<file path="src/rtl/regfile_wb_ctrl.sv">
// Write-port controller for the 32x32 register file: zero-fills x1..x31 after
// reset, then round-robin arbitrates the ALU and memory writeback requesters.
module regfile_wb_ctrl #(
  parameter bit CLEAR_ON_RESET = 1'b1
) (
  input  logic        clock,
  input  logic        reset,
  input  logic        alu_valid,
  input  logic [4:0]  alu_rd,
  input  logic [31:0] alu_data,
  output logic        alu_ready,
  input  logic        mem_valid,
  input  logic [4:0]  mem_rd,
  input  logic [31:0] mem_data,
  output logic        mem_ready,
  output logic [4:0]  rd_addr,
  output logic [31:0] w_data,
  output logic        w_en,
  output logic        busy
);

  typedef enum logic [0:0] {
    ST_CLEAR = 1'b0,
    ST_RUN   = 1'b1
  } state_e;

  localparam state_e RESET_STATE = CLEAR_ON_RESET ? ST_CLEAR : ST_RUN;

  state_e      state_q, state_d;
  logic [4:0]  clr_cnt_q, clr_cnt_d;
  logic        last_grant_q, last_grant_d;
  logic [4:0]  rd_addr_q, rd_addr_d;
  logic [31:0] w_data_q, w_data_d;
  logic        w_en_q, w_en_d;
  logic        busy_q, busy_d;
  logic        alu_gnt_s, mem_gnt_s;

  // Grant: under contention the requester not served last wins.
  always_comb begin
    alu_gnt_s = 1'b0;
    mem_gnt_s = 1'b0;
    if (state_q == ST_RUN) begin
      if (alu_valid && mem_valid) begin
        if (last_grant_q) begin
          alu_gnt_s = 1'b1;
        end else begin
          mem_gnt_s = 1'b1;
        end
      end else begin
        alu_gnt_s = alu_valid;
        mem_gnt_s = mem_valid;
      end
    end else begin
      alu_gnt_s = 1'b0;
      mem_gnt_s = 1'b0;
    end
  end

  // Next state: clear sweep or accepted request drives the write port.
  always_comb begin
    state_d      = state_q;
    clr_cnt_d    = clr_cnt_q;
    last_grant_d = last_grant_q;
    rd_addr_d    = rd_addr_q;
    w_data_d     = w_data_q;
    w_en_d       = 1'b0;
    busy_d       = busy_q;
    case (state_q)
      ST_CLEAR: begin
        rd_addr_d = clr_cnt_q;
        w_data_d  = 32'd0;
        w_en_d    = 1'b1;
        clr_cnt_d = clr_cnt_q + 5'd1;
        if (clr_cnt_q == 5'd31) begin
          state_d = ST_RUN;
          busy_d  = 1'b0;
        end else begin
          state_d = ST_CLEAR;
          busy_d  = 1'b1;
        end
      end
      ST_RUN: begin
        // An x0 request is consumed without raising the write enable.
        if (alu_gnt_s) begin
          rd_addr_d    = alu_rd;
          w_data_d     = alu_data;
          w_en_d       = (alu_rd != 5'd0);
          last_grant_d = 1'b0;
        end else if (mem_gnt_s) begin
          rd_addr_d    = mem_rd;
          w_data_d     = mem_data;
          w_en_d       = (mem_rd != 5'd0);
          last_grant_d = 1'b1;
        end else begin
          w_en_d = 1'b0;
        end
      end
      default: begin
        state_d = RESET_STATE;
        w_en_d  = 1'b0;
      end
    endcase
  end

  // State and output registers; reset wins over any transfer.
  always_ff @(posedge clock) begin
    if (reset) begin
      state_q      <= RESET_STATE;
      clr_cnt_q    <= 5'd1;
      last_grant_q <= 1'b0;
      rd_addr_q    <= 5'd0;
      w_data_q     <= 32'd0;
      w_en_q       <= 1'b0;
      busy_q       <= CLEAR_ON_RESET;
    end else begin
      state_q      <= state_d;
      clr_cnt_q    <= clr_cnt_d;
      last_grant_q <= last_grant_d;
      rd_addr_q    <= rd_addr_d;
      w_data_q     <= w_data_d;
      w_en_q       <= w_en_d;
      busy_q       <= busy_d;
    end
  end

  assign alu_ready = alu_gnt_s;
  assign mem_ready = mem_gnt_s;
  assign rd_addr   = rd_addr_q;
  assign w_data    = w_data_q;
  assign w_en      = w_en_q;
  assign busy      = busy_q;

endmodule
</file>
<file path="config.mk">
export PLATFORM = sky130hd
export DESIGN_NAME = regfile_wb_ctrl
export DESIGN_NICKNAME = d
export VERILOG_FILES = /design/src/rtl/regfile_wb_ctrl.sv
export SDC_FILE = /design/constraint.sdc
export NUM_CORES = 1
export LEC_CHECK = 0
export ABC_CLOCK_PERIOD_IN_PS = 2100
export BUFFER_PORTS_ARGS = -buffer_cell sky130_fd_sc_hd__buf_2
export CAP_MARGIN = 10
export CORE_ASPECT_RATIO = 0.6
export CORE_MARGIN = 1
export CORE_UTILIZATION = 35
export DETAILED_ROUTE_END_ITERATION = 8
export PLACE_DENSITY = 0.72
export SLEW_MARGIN = 20
export SYNTH_ARGS = -nofsm -noshare
export SYNTH_HDL_FRONTEND = slang
export SYNTH_SLANG_ARGS = --single-unit
</file>
<file path="constraint.sdc">
create_clock -name clock -period 2.1 [get_ports clock]
set_clock_uncertainty 0.2 [all_clocks]
set_input_delay 0.21 -clock clock [delete_from_list [all_inputs] [get_ports clock]]
set_output_delay 0.21 -clock clock [all_outputs]
set_load 0.1 [all_outputs]
</file>
## Word level (Yosys, flattened, before mapping)

Cells that the tools add are included.

| word-level totals | value |
|---|---|
| memories | 0 |
| bits in read-only memories | 0 |
| register bits after elaboration | 46 |
| bits in writable memories | 0 |
| latch bits | 0 |
| input bits | 78 |

| cells by class | value |
|---|---|
| multiplexer cells | 20 |
| div/mod/pow operators | 0 |
| eq/ne operators | 2 |
| $mul | 0 |
| shift operators | 0 |
| reduce and logical (&&, ||, !) cells | 5 |
| magnitude comparators | 0 |
| bitwise operators | 1 |
| add/sub/neg operators | 1 |

Operators with widths:

| operator | count |
|---|---|
| 32-bit 2-to-1 mux | 2 |
| 32-bit case mux with 2 select lines | 1 |
| 1-bit 2-to-1 mux | 13 |
| 5-bit 2-to-1 mux | 2 |
| 5-bit case mux with 2 select lines | 1 |
| 5-bit nonzero test | 2 |
| 5-bit by 1-bit adder with 5-bit output, second input constant | 1 |
| 5-bit == test, second input constant | 1 |
| 3-bit inequality test, second input constant | 1 |
| 1-bit case mux with 2 select lines | 1 |
| 2-bit AND reduction | 1 |
| 2-bit nonzero test | 1 |
| 1-bit logical AND | 1 |
| 1-bit NOT | 1 |

## Logic depth before layout (Yosys ltp)

Gate-level depths: netlist of the first run.

| logic depth | value |
|---|---|
| depth after elaboration | 6 |
| gate-level depth with buffers | 6 |
| depth with buffers taken out | 6 |

## Worst setup path after synthesis of the first run

OpenSTA, ideal clock, no wires.

| path | value |
|---|---|
| path type | register to output |
| start point | reg last_grant_q |
| end point | out alu_ready |
| path buffers | 1 |
| data arrival time | 1.993 ns |
| setup slack | -0.303 ns |
| data required time | 1.690 ns |
| stages on the path, launching flop included | 5 |
| path through | dfxtp_1 nand2b_1 nand2_1 buf_2 nor2_1 |

| on the way | value |
|---|---|
| word-level cells in the longest chain between the ends | 3 |

Ends and longest elaborated chain:

| what | RTL line | source |
|---|---|---|
| from (decl) | 31 | `logic last_grant_q, last_grant_d;` |
| from (signal assigned) | 118 | `last_grant_q <= last_grant_d;` |
| 1-bit 2-to-1 mux | 44 | `if (last_grant_q) begin` |
| 1-bit 2-to-1 mux | 43 | `if (alu_valid && mem_valid) begin` |
| 1-bit 2-to-1 mux | 42 | `if (state_q == ST_RUN) begin` |
| to (decl) | 11 | `output logic alu_ready,` |

Every way passes these cells.

## Worst setup path after layout of the first run

| path | value |
|---|---|
| start point | in mem_rd[2] |
| end point | reg w_en_q, in the netlist w_en |

| on the way | value |
|---|---|
| word-level cells in the longest chain between the ends | 4 |

Ends and longest elaborated chain:

| what | RTL line | source |
|---|---|---|
| from (decl) | 13 | `input logic [4:0] mem_rd,` |
| 5-bit nonzero test | 92 | `w_en_d = (mem_rd != 5'd0);` |
| 1-bit 2-to-1 mux | 89 | `end else if (mem_gnt_s) begin` |
| 1-bit 2-to-1 mux | 84 | `if (alu_gnt_s) begin` |
| 1-bit case mux with 2 select lines | 68 | `case (state_q)` |
| to (signal assigned) | 121 | `w_en_q <= w_en_d;` |
| to (decl) | 34 | `logic w_en_q, w_en_d;` |

Every way passes these cells.
A chain may end at the register's enable or synchronous reset.

==> metrics.txt, run 1 <==
outcome=complete, but fails checks; failing checks=DRC; number of H-tree levels=2; dpl cell area=2621 um^2; setup ws final=390.9 ps; Mapped Avg Cell Area=8.399 um^2; Post-synth top cells=dfxtp_1, nor2_1, nor3_1; synth unique cells=26; Via density=5.002; clock sink count=46; global routing usage on met3=5.071%; RD Place Congestion=0.7784; grt total ovfl=0; relative slew slack=66.82%; layout cells sized above 1=37.40%; filler cell count=498; synthesis warning total=0; area leader, netlist=dfxtp_1; setup slack at placement=423.9 ps; Final setup viols=0; initial antenna violation count=0; Final period util=81.39%; Placed Cells incl. Taps=404; Setup Total Neg Slack=0 ps; hold path start=mem_data[1]; pin count of the biggest net entering global routing=29; number of DRC markers in iteration 0=45; register cell area after layout=920.9 um^2; CTS Buf Count=5; power density over cell area=587.0 nW/um^2; via count=2136; CTS max path bufs=2; Top FF cell, synth=dfxtp_1; Crit Reg-Reg Startpoint=state_q$_SDFF_PP0_; Synth area leaders=dfxtp_1, o22ai_1, nor3_1, nor2_1, a211oi_1; die width=97.91 um; Max VDD drop=0.0002776 V; Max Cap Viol=0; DR DRC count=12; synthesized instance count=230; Initial Utilization=37.29%; sequential cell area fraction in the yosys report=47.67%; Final Non-Filler Cells=427; area delta synth->final=48.77%; crit end category=register; I/O Buffers=118; number of synthesized flops with an enable pin=0; vias in the first global route=2000; HP Class=primary input to register; RSZ-0062 raised after global routing=no; clk slew on worst S/H paths=80 ps; core area=5180 um^2; # rows=20; net count after synthesis=310; endpoints failing hold=0; total power=1.687 mW; Inserted Diodes=0; GR Layer Usage met1=26.05%; Yosys reg bits=46; Worst-Margin Slew=501.1 ps; WL/cell=13.65 um; Worst Path Max Fanout=2; design area=2874 um^2; die area=5830 um^2; I/O pin count=119; max-slew violation count=0; Required @ worst endpoint=2070 ps; share of flip-flops with an asynchronous set or reset=0%; Post-DRT Antenna Nets=0; Synth top area share=47.67%; Clk Latency, worst-skew pair=290 ps; root buffer cell=clkbuf_8; met2 Use GR=33.70%; Final nets=442; Final min period=1709 ps; arrival time at the worst endpoint=1680 ps; final core utilization=55.48%; hpwl dp=4.087 mm; GRT Max-Usage Layer=met2; drt pass-1 iters=6; PostCTS Resize Cnt=0; global-route wire length before repair=9.163 mm; detailed-route wire length=5.829 mm; worst hold slack=7.417 ps; area occupied by multi-input gates=933.4 um^2; Static Leak=1.353 nW; critical path launch point type=primary input; DIE HEIGHT=59.55 um; GRT Util Overall=19.81%; most numerous cell in the Yosys netlist=dfxtp_1; WS Path Type=primary input to register; Cell Area, Synth=1932 um^2; Crit. Startpoint=mem_rd[2]; TritonCTS clock tree=built; Highest Clock Rate=585.1 MHz
[where the power goes]
part,internal [mW],switching [mW],leakage [nW]
combinational,0.117,0.145,0.938
sequential,0.885,0.0110,0.372
clock,0.254,0.274,0.0431
total,1.26,0.430,1.35
[flip-flops by register name, summed over array words and instances (netlist names)]
register      count
w_data           32
rd_addr           5
clr_cnt_q         5
busy              1
w_en              1
last_grant_q      1
state_q           1
[critical path, cell delays in order]
cell	delay (ps)
dlygate4sd3_1	540
buf_2	130
or4_1	490
o21ai_0	210
a21oi_1	100
[kinds of logic (layout without fill, tap and decap cells)]
| logic type | after synthesis | count (layout) | share of synthesized area, % |
|---|---|---|---|
| flip-flops | 46 | 46 | 47.67 |
| AO/OA/AOI/OAI | 57 | 57 | 20.14 |
| XOR/XNOR | 2 | 2 | 0.9069 |
| adder cells (fa/ha/maj) | 2 | 2 | 1.295 |
| multiplexers | 2 | 2 | 1.036 |
| buffers and inverters | 19 | 150 | 4.274 |
| AND/OR/NAND/NOR | 102 | 102 | 24.68 |
[cells in the final DEF (no fill, tap or decap), drive strengths merged]
cell type	instances
nand2	12
or4	2
xor2	1
o22ai	32
a211oi	14
a21oi	1
a221oi	4
dfxtp	46
buf	126
mux2i	2
clkbuf	6
a21o	1
nor2b	11
nor2	37
nand2b	3
and2	2
nand4	1
o32ai	1
ha	2
a2bb2oi	1
xnor2	1
nor3	33
o221ai	1
and3	1
inv	1
o21ai	2
dlygate4sd3	17
[layer usage]
| layer | routed length (um) | up-vias | part of all wire (%) |
|---|---|---|---|
| li1 | - | 1104 | - |
| met1 | 2779 | 958 | 48 |
| met2 | 2599 | 72 | 45 |
| met3 | 438 | 2 | 7.5 |
| met4 | 11 | 0 | 0.19 |
| met5 | 0 | - | 0 |
[area by class of cell]
class / instances / area share (%)
inverters: 1 / 0.1306
flip-flops and latches: 46 / 32.04
clock buffers: 6 / 2.873
multi-input cells: 165 / 32.48
well taps: 66 / 2.873
repair buffers: 143 / 29.60
[timing repair]
action / 4_1_cts / 5_1_grt
hold buffers: 17 / 0
hold endpoints to repair: 17 / 0
buffers inserted: 0 / 0
[path summary, 6_finish.rpt]
kind                                 end  slack (ps)  depth (start not counted)
setup / recovery         w_en$_SDFF_PP0_         390                          5
hold / removal    w_data[1]$_SDFFE_PP0P_           7                          3
setup reg to reg         w_en$_SDFF_PP0_         460                          4
hold reg to reg        busy$_SDFFE_PP1N_         250                          2
(Power assumes the default switching activity.)
==> run 2: changes to the inputs <==
--- a/config.mk
+++ b/config.mk
@@ -5,7 +5,7 @@
 export SDC_FILE = /design/constraint.sdc
 export NUM_CORES = 1
 export LEC_CHECK = 0
-export ABC_CLOCK_PERIOD_IN_PS = 2100
+export ABC_CLOCK_PERIOD_IN_PS = 1600
 export BUFFER_PORTS_ARGS = -buffer_cell sky130_fd_sc_hd__buf_2
 export CAP_MARGIN = 10
 export CORE_ASPECT_RATIO = 0.6
==> constraint.sdc (replaced) <==
create_clock -name clock -period 1.6 [get_ports clock]
set_clock_uncertainty 0.2 [all_clocks]
set_input_delay 0.16 -clock clock [delete_from_list [all_inputs] [get_ports clock]]
set_output_delay 0.16 -clock clock [all_outputs]
set_load 0.1 [all_outputs]
==> metrics.txt, run 2 (synthesis gave the netlist of run 1 again) <==
outcome=complete, but fails checks; failing checks=DRC; pin count of the biggest net entering global routing=23 (-21%); critical path launch point type=primary input; setup slack at placement=78.98 ps (-344.9 ps); number of DRC markers in iteration 0=140 (+210%); DR DRC count=11 (-1); global-route wire length before repair=11.71 mm (+28%); clock sink count=46 (unchanged); detailed-route wire length=7.297 mm (+25%); r2r endpoint=w_en$_SDFF_PP0_; RD Place Congestion=0.7340 (-5.7%); Via density=5.211 (+4.2%); area occupied by multi-input gates=958.4 um^2 (+2.7%); die width=97.91 um (unchanged); GRT Util Overall=25.78% (+6.0 points); Placed Cells incl. Taps=411 (+1.7%); Max VDD drop=0.0003876 V (+40%); vias in the first global route=2401 (+20%); WS Path Type=primary input to register; most frequent cells in the layout=buf_2, dlygate4sd3_1, nor2_1; worst r2r path cells=4 (unchanged); Crit-path slowest cell=dlygate4sd3_1; Final nets=497 (+12%); clk slew on worst S/H paths=90 ps (about the same); Crit Reg-Reg Startpoint=state_q$_SDFF_PP0_; setup ws final=18.02 ps (-372.9 ps); root buffer cell=clkbuf_8; CTS Buf Count=5 (unchanged); hpwl dp=4.304 mm (+5.3%); power density over cell area=712.9 nW/um^2 (+21%); Final min period=1582 ps; Required @ worst endpoint=1580 ps (-490 ps); WL/cell=15.08 um (+10%); Static Leak=1.613 nW (+19%); flop2flop setup slack=70 ps (-390 ps); filler cell count=425 (-15%); worst setup path end=w_en$_SDFF_PP0_; arrival time at the worst endpoint=1560 ps (-120 ps); Final setup viols=0 (unchanged); initial antenna violation count=0 (unchanged); number of H-tree levels=2 (unchanged); # rows=20 (unchanged); crit end category=register; relative slew slack=66.72% (-0.098 points); HP Class=primary input to register; DIE HEIGHT=59.55 um (unchanged); area delta synth->final=80.76%; Crit. Startpoint=mem_rd[3]; most common cell after layout, fill and taps aside=buf_2; Max Cap Viol=0 (unchanged); I/O Buffers=118 (unchanged); Largest stage delay, worst path=560 ps (+20 ps); Worst Path Max Fanout=2 (unchanged); design area=3492 um^2 (+22%); Inserted Diodes=0 (unchanged); max-slew violation count=0 (unchanged); Final period util=98.87%; Final Non-Filler Cells=484 (+13%); Initial Utilization=37.29% (unchanged); TritonCTS clock tree=built; Worst-Margin Slew=502.6 ps (+1.483 ps); drt pass-1 iters=8 (+2); grt total ovfl=0 (unchanged); CTS max path bufs=2 (unchanged); Clk Latency, worst-skew pair=290 ps (about the same); Highest Clock Rate=632.1 MHz; RSZ-0062 raised after global routing=no; die area=5830 um^2 (unchanged); register cell area after layout=942.2 um^2 (+2.3%); max FFs per register=32 (unchanged); critical path, cell by cell=dlygate4sd3_1, buf_2, or4_1, o21ai_1, a21oi_1; worst hold slack=6.762 ps (-0.6543 ps); I/O pin count=119 (unchanged); core area=5180 um^2 (unchanged); Post-DRT Antenna Nets=0 (unchanged); layout cells sized above 1=39.23% (+1.8 points); dpl cell area=2715 um^2 (+3.6%); via count=2522 (+18%); endpoints failing hold=0 (unchanged)
run 2: cell types whose count changed in the layout (fill, tap and decap cells not counted), moves of 3 or more:
| cell | previous run | this run |
|---|---|---|
| nand2_1 | 12 | 9 |
| buf_4 | 8 | 17 |
| dfxtp_1 | 46 | 29 |
| dlygate4sd3_1 | 17 | 64 |
| nand2_2 | 0 | 3 |
| dfxtp_2 | 0 | 17 |
run 2: timing repair:
item	CTS	global route
hold buffers	64	0
hold endpoints to repair	38	0
gates cloned	0	0
gates resized for setup	4	3
setup endpoints to repair	2	3
buffers inserted	0	3
pin swaps	0	3
run 2: final cells by class:
class / count / area share (%)
timing repair buffer: 198 / 40.06
multi-input combinational: 165 / 27.45
sequential: 46 / 26.98
tap: 66 / 2.365
clock buffer: 7 / 2.186
clock inverter: 1 / 0.8599
inverter: 1 / 0.1075
run 2: layer usage:
layer / global-route usage (%) / vias up / wire [um]
met1: 32.71 / 1173 / 3287
met3: 6.604 / 16 / 517
met4: 7.792 / 0 / 122
met2: 43.86 / 117 / 3370
li1: - / 1216 / -
met5: 0 / - / 0
run 2: worst min path at each step:
stage	endpoint	depth (start not counted)	slack (ps)	start
finish	rd_addr[0]$_SDFFE_PP0P_	3	7	alu_rd[0]
global route	rd_addr[0]$_SDFFE_PP0P_	3	5	alu_rd[0]
CTS	w_data[21]$_SDFFE_PP0P_	3	4	alu_data[21]
detailed placement	rd_addr[3]$_SDFFE_PP0P_	3	230	mem_rd[3]
global placement	rd_addr[3]$_SDFFE_PP0P_	3	230	mem_rd[3]
floorplan	state_q$_SDFF_PP0_	1	40	reset
run 2: worst max-delay path, delay by kind of cell:
family	cells	cell delay [ps]
and+or+nand+nor	1	470
buffers and inverters	2	700
AOI/OAI and AO/OA	2	240
run 2: through the flow:
step	setup TNS [ps]	util (%)	total power, mW
2_1_floorplan	0	-	1.379
4_1_cts	-11.70	67.13	2.504
6_report	0	67.42	2.490
3_5_place_dp	0	52.42	1.530
5_1_grt	0	67.42	2.606
3_3_place_gp	0	52.42	1.528
run 2: where the power goes:
group          total [mW]  switching (mW)  internal [mW]  leakage (nW)
Clock               0.844           0.377          0.468        0.0524
Sequential           1.18          0.0143           1.16         0.380
Combinational       0.468           0.224          0.243          1.18
Total                2.49           0.615           1.87          1.61
